$ cat src/rtl/prog_mem_arb.sv
// prog_mem_arb: owns the single program-memory port and shares it between instruction fetch
// and a debug/loader port. The core starts in HALT, Go moves it to RUN and HaltReq moves it back.
// In RUN, fetch has priority. A debug request that is starved for STARVE_MAX cycles gets one
// STEAL cycle in which the core is held.
// Optional feature: define PROG_MEM_WPROT_EN to reject debug writes below PROT_BASE.
module prog_mem_arb #(
  parameter int unsigned SIZE_LOG2  = 13,
  parameter int unsigned STARVE_MAX = 8,
  parameter int unsigned PROT_BASE  = 0
) (
  input  logic                 clk,
  input  logic                 rst_n,
  input  logic [SIZE_LOG2-1:0] FetchA,
  input  logic                 StallD,
  input  logic                 FlushD,
  input  logic                 Go,
  input  logic                 HaltReq,
  output logic                 CoreHold,
  output logic [31:0]          InstrD,
  input  logic                 DbgReq,
  input  logic                 DbgWe,
  input  logic [SIZE_LOG2-1:0] DbgA,
  input  logic [31:0]          DbgWD,
  output logic                 DbgGnt,
  output logic                 DbgRValid,
  output logic [31:0]          DbgRD,
  output logic                 DbgErr,
  output logic                 MemEn,
  output logic                 MemWE,
  output logic [SIZE_LOG2-1:0] MemA,
  output logic [31:0]          MemWD,
  input  logic [31:0]          MemRD
);

  localparam int unsigned          CntW     = $clog2(STARVE_MAX + 1);
  localparam logic [CntW-1:0]      CntLast  = CntW'(STARVE_MAX - 1);
  localparam logic [SIZE_LOG2-1:0] ProtBase = SIZE_LOG2'(PROT_BASE);

  typedef enum logic [1:0] {StHalt, StRun, StSteal} state_e;

  state_e          state_q, state_d;
  logic [CntW-1:0] starve_q, starve_d;
  logic            fetch_tag_q, fetch_tag_d;
  logic            rd_tag_q, rd_tag_d;
  logic [31:0]     instr_q, instr_d;
  logic [31:0]     dbg_rd_q, dbg_rd_d;
  logic            fetch_use, dbg_use, dbg_wait, starve_hit, wr_blocked;

`ifdef PROG_MEM_WPROT_EN
  // Writes into the protected low region are granted but never reach the memory.
  assign wr_blocked = DbgWe && (DbgA < ProtBase);
`else
  logic unused_prot_base;
  assign unused_prot_base = ^ProtBase;
  assign wr_blocked       = 1'b0;
`endif

  // Starvation: a request still waiting in RUN after STARVE_MAX cycles forces a steal.
  assign dbg_wait   = (state_q == StRun) && DbgReq && !dbg_use;
  assign starve_hit = dbg_wait && (starve_q == CntLast);

  // State and datapath registers.
  always_ff @(posedge clk or negedge rst_n) begin
    if (!rst_n) begin
      state_q     <= StHalt;
      starve_q    <= '0;
      fetch_tag_q <= 1'b0;
      rd_tag_q    <= 1'b0;
      instr_q     <= '0;
      dbg_rd_q    <= '0;
    end else begin
      state_q     <= state_d;
      starve_q    <= starve_d;
      fetch_tag_q <= fetch_tag_d;
      rd_tag_q    <= rd_tag_d;
      instr_q     <= instr_d;
      dbg_rd_q    <= dbg_rd_d;
    end
  end

  // Next-state: HaltReq beats Go, and a steal lasts a single cycle.
  always_comb begin
    state_d = state_q;
    case (state_q)
      StHalt:  if (Go && !HaltReq) state_d = StRun;
      StRun: begin
        if (HaltReq)         state_d = StHalt;
        else if (starve_hit) state_d = StSteal;
      end
      StSteal: state_d = HaltReq ? StHalt : StRun;
      default: state_d = StHalt;
    endcase
  end

  // Port ownership and memory-side outputs.
  always_comb begin
    fetch_use = (state_q == StRun) && !StallD && !FlushD;
    // Keep the port quiet while reset is asserted even if a request is still being driven.
    dbg_use   = rst_n && DbgReq && !fetch_use;
    CoreHold  = (state_q != StRun);
    DbgGnt    = dbg_use;
    DbgErr    = dbg_use && wr_blocked;
    MemEn     = fetch_use || (dbg_use && !wr_blocked);
    MemWE     = dbg_use && DbgWe && !wr_blocked;
    MemA      = dbg_use ? DbgA : FetchA;
    MemWD     = dbg_use ? DbgWD : '0;
  end

  // Counter, result tags and the held copies of InstrD / DbgRD.
  always_comb begin
    starve_d    = (dbg_wait && !starve_hit) ? starve_q + 1'b1 : '0;
    fetch_tag_d = fetch_use;
    rd_tag_d    = dbg_use && !DbgWe;
    // MemRD is only forwarded in the cycle after the access that owned it.
    InstrD      = fetch_tag_q ? MemRD : instr_q;
    instr_d     = FlushD ? '0 : InstrD;
    DbgRValid   = rd_tag_q;
    DbgRD       = rd_tag_q ? MemRD : dbg_rd_q;
    dbg_rd_d    = DbgRD;
  end

endmodule

$ cat config.mk
export PLATFORM = sky130hd
export DESIGN_NAME = prog_mem_arb
export DESIGN_NICKNAME = d
export VERILOG_FILES = /design/src/rtl/prog_mem_arb.sv
export SDC_FILE = /design/constraint.sdc
export NUM_CORES = 1
export LEC_CHECK = 0
export BUFFER_PORTS_ARGS = -buffer_cell sky130_fd_sc_hd__buf_2
export CAP_MARGIN = 20
export CORE_UTILIZATION = 43
export CTS_CLUSTER_DIAMETER = 40
export DETAILED_ROUTE_END_ITERATION = 16
export PLACE_DENSITY = 0.81
export SYNTH_ARGS = -nofsm -noshare
export SYNTH_HDL_FRONTEND = slang
export SYNTH_SLANG_ARGS = --single-unit
$ cat constraint.sdc
create_clock -name clk -period 2.1 [get_ports clk]
set_input_delay 0.42 -clock clk [delete_from_list [all_inputs] [get_ports clk]]
set_output_delay 0.42 -clock clk [all_outputs]
set_load 0.02 [all_outputs]
# [Word-level counts from Yosys, hierarchy flattened]
# Cells that the tools add are included.
[word_totals] inputBits=98 regBits=72 out_inout_bits=115 elab_cells=45
[op_classes] n_reduce_logical=21 n_eq_ne=6 addsub=1 mux=11
[op_table] cell="32-bit two-way mux" n=4
[op_table] cell="13-bit two-way mux" n=1
[op_table] cell="1-bit logical AND" n=11
[op_table] cell="1-bit logical NOT" n=7
[op_table] cell="2-bit two-way mux" n=3
[op_table] cell="2-bit one-hot mux with 3 select lines" n=1
[op_table] cell="4-bit by 1-bit adder with 4-bit output, second input constant" n=1
[op_table] cell="4-bit by 3-bit equality test with 1-bit output, second input constant" n=1
[op_table] cell="4-bit two-way mux" n=1
[op_table] cell="3-bit != test, second input constant" n=1
[op_table] cell="2-bit by 1-bit equality test with 1-bit output, second input constant" n=1
[op_table] cell="2-bit equality test, second input constant" n=1
[op_table] cell="2-bit logical NOT" n=1
[op_table] cell="2-bit by 1-bit != test with 1-bit output, second input constant" n=1
[op_table] cell="2-bit != test, second input constant" n=1
[op_table] cell="2-bit AND reduction" n=1
[op_table] cell="1-bit logical OR" n=1
[op_table] cell="1-bit two-way mux" n=1

# [Logic depth before layout (Yosys ltp)]
[logic_depth] depth_word=11 mapped_depth=5 ltp_nobuf=4

# [Least setup slack after synthesis]
# OpenSTA, ideal clock, no wires.
[synth_path] path_kind="input port to output port" from="input FlushD" to="output MemWD[22]" stages=5 required_time_ps=1680 slack_ps=343 path_buffers=2 arrival_ps=1337 path_cell_list="nor4b_4 nor2_2 buf_6 buf_6 and2_1"
[synth_between] elab_chain_len=5
[synth_lines] element="from (decl)" line_no="15" source="input logic FlushD,"
[synth_lines] element="1-bit logical NOT" line_no="97" source="fetch_use = (state_q == StRun) && !StallD && !FlushD;"
[synth_lines] element="1-bit logical AND" line_no="97"
[synth_lines] element="1-bit logical NOT" line_no="99" source="dbg_use = rst_n && DbgReq && !fetch_use;"
[synth_lines] element="1-bit logical AND" line_no="99"
[synth_lines] element="net DbgGnt" line_no="24" source="output logic DbgGnt,"
[synth_lines] element="32-bit two-way mux" line_no="106" source="MemWD = dbg_use ? DbgWD : '0;"
[synth_lines] element="to (decl)" line_no="31" source="output logic [31:0] MemWD,"
# The timed path passes the listed nets, and every way through them passes these cells.

# [Final worst setup path]
[layout_path] from="register state_q[1]" to="output MemA[10]"
[layout_between] elab_chain_len=6
[layout_lines] element="from (decl)" line_no="41" source="state_e state_q, state_d;"
[layout_lines] element="from (signal assigned)" line_no="65" source="state_q <= StHalt;"
[layout_lines] element="from (signal assigned)" line_no="72" source="state_q <= state_d;"
[layout_lines] element="2-bit by 1-bit equality test with 1-bit output" line_no="97"
[layout_lines] element="1-bit logical AND (2 in series)" line_no="97"
[layout_lines] element="net fetch_tag_d" line_no="43" source="logic fetch_tag_q, fetch_tag_d;"
[layout_lines] element="1-bit logical NOT" line_no="99"
[layout_lines] element="1-bit logical AND" line_no="99"
[layout_lines] element="13-bit two-way mux" line_no="105" source="MemA = dbg_use ? DbgA : FetchA;"
[layout_lines] element="to (decl)" line_no="30" source="output logic [SIZE_LOG2-1:0] MemA,"
# The timed path passes the listed nets, and every way through them passes these cells.

==> metrics.md <==
| Metric | Value |
|---|---|
| Status | `finished, violations left` |
| Failing checks | `setup timing` |
| Critical setup path kind | `reg2out` |
| CP arrival | `~1800 ps` |
| Syn nets | `355` |
| Layout area overhead | `49.61%` |
| Min-Delay Path Class | `in2reg` |
| Post-route DRC | `0` |
| Worst-margin pin slew | `909.4 ps` |
| Most frequent cells in the layout | `buf_2, dfrtp_1, mux2_2` |
| Total gr overflow | `0` |
| Fraction of layout cells with a size suffix above 1 | `0.6674` |
| Slew headroom | `0.3937` |
| CTS Sinks | `72` |
| #FFs+latches synth | `72` |
| Root buf cell | `clkbuf_8` |
| Die width | `91.01 um` |
| Register area share after synthesis | `0.5288` |
| Synth unique cells | `29` |
| Port Buf Inserts | `211` |
| Setup crit start kind | `flip-flop` |
| H-tree Lvls | `3` |
| TritonRoute pass-1 iters | `4` |
| Worst skew pair latency | `350 ps` |
| Routability congestion estimate | `0.8606` |
| Hold Worst Slack | `roughly 230 ps` |
| Post-Route Setup TNS | `-2291 ps` |
| Final hold violation count | `0` |
| Final worst setup slack | `-134.0 ps` |
| First-pass GRT wire length | `15070 um` |
| Area of the core | `0.007687 mm^2` |
| Vias in the first global route | `2959` |
| CTS Buf Count | `9` |
| CP Max Fanout | `12` |
| Full die area | `between 0.008 and 0.009 mm^2` |
| Worst Skew | `between 8 and 9 ps` |
| WL/cell | `roughly 17 um` |
| Initial antenna violation count | `1` |
| Final period util | `1.064` |
| Syn Inst Count | `256` |
| Slowest cell on crit path | `dfrtp_1` |
| MaxCap Viol Count | `0` |
| Clk buf depth | `2` |
| Starting Density | `0.4432` |
| Final Critical Period | `2234 ps` |
| Post-Route WL | `9772 um` |
| Vias | `around 2800` |
| Most common cell after layout, fill and taps aside | `buf_2` |
| Crit-path cells | `nor4b_4 -> buf_6 -> nor2_4 -> buf_12 -> mux2_4 -> buf_2` |
| Power per cell area | `772.6 mW/mm^2` |
| Via density | `4.831` |
| Mapped Area | `around 0.0034 mm^2` |
| RSZ-0062 raised after global routing | `yes` |
| Final nets | `between 500 and 600` |
| Initial DRC count | `53` |
| Final HPWL DP | `6923 um` |
| Max incr delay on CP | `410 ps` |
| Chip height | `91.01 um` |
| I/O Pins | `213` |
| Setup crit end kind | `primary output` |
| F_max | `roughly 0.45 GHz` |
| Finished Core Util | `0.6631` |
| Rows | `32` |
| Endpoints failing setup | `27` |
| Leakage | `2.735 nW` |
| Fin. max-slew vios | `0` |
| Tot GR Track Use | `0.2383` |
| Yosys warning total | `0` |
| CTS tree | `yes` |
| Syn_area_per_cell | `between 10 and 15 um^2` |
| Clock slew at reported path FFs | `around 80 ps` |
| Largest net degree at the start of global routing | `74` |
| Critical Path RT | `1680 ps` |
| Maximum vdd drop | `574.5 uV` |
| Post-DRT Antenna Nets | `0` |
[worst max-delay path: cells and delay by family, from the launching register on]
family,cells,cell delay (ps)
DFF,1,410
and+or+nand+nor,2,280
buffers and inverters,3,480
muxes,1,300
[through the flow]
stage / setup slack, ps / power [mW] / instance area [um^2] / std cells
after CTS: -133.2 / 3.968 / 5060 / 585
final: -134.0 / 3.938 / 5097 / 587
after detailed placement: -237.0 / 2.539 / 4558 / 562
after floorplan: 343.3 / 2.169 / 3407 / 256
after global placement: -188.6 / 2.513 / 4558 / 562
after global routing: -172.4 / 4.081 / 5097 / 587
[power breakdown]
part / internal, mW / leakage, nW / switching (mW)
Combinational: 0.438 / 1.68 / 0.567
Sequential: 1.53 / 0.932 / 0.0377
Clock: 0.828 / 0.123 / 0.541
Total: 2.79 / 2.74 / 1.15
[Yosys cell counts]
| library cell | number | area (um^2) |
|---|---|---|
| dfrtp_1 | 72 | 1802 |
| mux2_2 | 55 | 619.3 |
| and2_1 | 33 | 206.5 |
| nor2b_1 | 33 | 206.5 |
| mux2_4 | 13 | 195.2 |
| mux2_1 | 9 | 101.4 |
| buf_2 | 6 | 30.03 |
| buf_6 | 5 | 56.30 |
| clkbuf_1 | 5 | 18.77 |
| nor2_1 | 4 | 15.01 |
| inv_1 | 2 | 7.510 |
| nand3_1 | 2 | 10.01 |
| a21oi_1 | 1 | 5.000 |
| a31o_2 | 1 | 8.760 |
| and3b_1 | 1 | 8.760 |
| buf_4 | 1 | 7.510 |
| conb_1 | 1 | 3.750 |
| ha_1 | 1 | 12.51 |
| nand2_1 | 1 | 3.750 |
| nand2b_1 | 1 | 6.260 |
| nand4b_1 | 1 | 8.760 |
| nor2_2 | 1 | 6.260 |
| nor3_1 | 1 | 5.000 |
| nor4b_1 | 1 | 8.760 |
| nor4b_4 | 1 | 23.77 |
| o21ai_0 | 1 | 5.000 |
| o21bai_1 | 1 | 7.510 |
| xnor2_1 | 1 | 8.760 |
| xor2_1 | 1 | 8.760 |
[final cells by class]
cell class,count,area (um^2)
timing repair buffer,227,1375
inverter,2,7.507
tap,102,127.6
multi-input combinational,167,1530
sequential,72,1802
antenna,1,2.502
clock inverter,6,115.1
fill,610,2590
clock buffer,10,137.6
[worst paths after layout]
check                                       start                     end  slack (ps)  depth (start not counted)
hold / removal                            HaltReq  state_q[0]$_DFFE_PN0P_         230                          2
hold reg to reg             starve_q[0]$_DFF_PN0_   starve_q[0]$_DFF_PN0_         460                          1
max in group asynchronous                   rst_n   instr_q[14]$_DFF_PN0_        1210                          2
setup / recovery           state_q[1]$_DFFE_PN0P_                MemA[10]        -130                          6
setup reg to reg           state_q[1]$_DFFE_PN0P_  state_q[1]$_DFFE_PN0P_         770                          4
min in group asynchronous                   rst_n     DbgRValid$_DFF_PN0_         300                          2
[repair_timing]
item | CTS | global route
pin swaps | 19 | 5
gates resized for setup | 61 | 9
setup endpoints to repair | 47 | 46
hold endpoints to repair | 0 | 0
gates cloned | 2 | 0
setup buffers | 5 | 2
hold buffers | 0 | 0
[registers in the layout, indices dropped and copies added, names as in the netlist]
signal	cells
dbg_rd_q	32
instr_q	32
starve_q	4
state_q	2
DbgRValid	1
fetch_tag_q	1
[layer usage]
metal | vias to the layer above | global-route usage | part of all wire
met5 | - | 0 | 0
met4 | 0 | 0.1111 | 0.027
met3 | 18 | 0.07286 | 0.079
met2 | 135 | 0.4236 | 0.52
met1 | 1381 | 0.2586 | 0.38
li1 | 1302 | - | -
[cell families (layout without fill, tap and decap cells)]
group                    Yosys count  in the layout  synth area share
flip-flops                        72             72            0.5288
XOR/XNOR                           2              2          0.005142
other                              1              2          0.001101
AO/OA/AOI/OAI                      4              4          0.007711
adder cells (fa/ha/maj)            1              1          0.003672
AND/OR/NAND/NOR                   80             82            0.1495
multiplexers                      77             77            0.2688
buffers and inverters             19            245           0.03526
No activity file was read; power rests on OpenSTA's default activity.
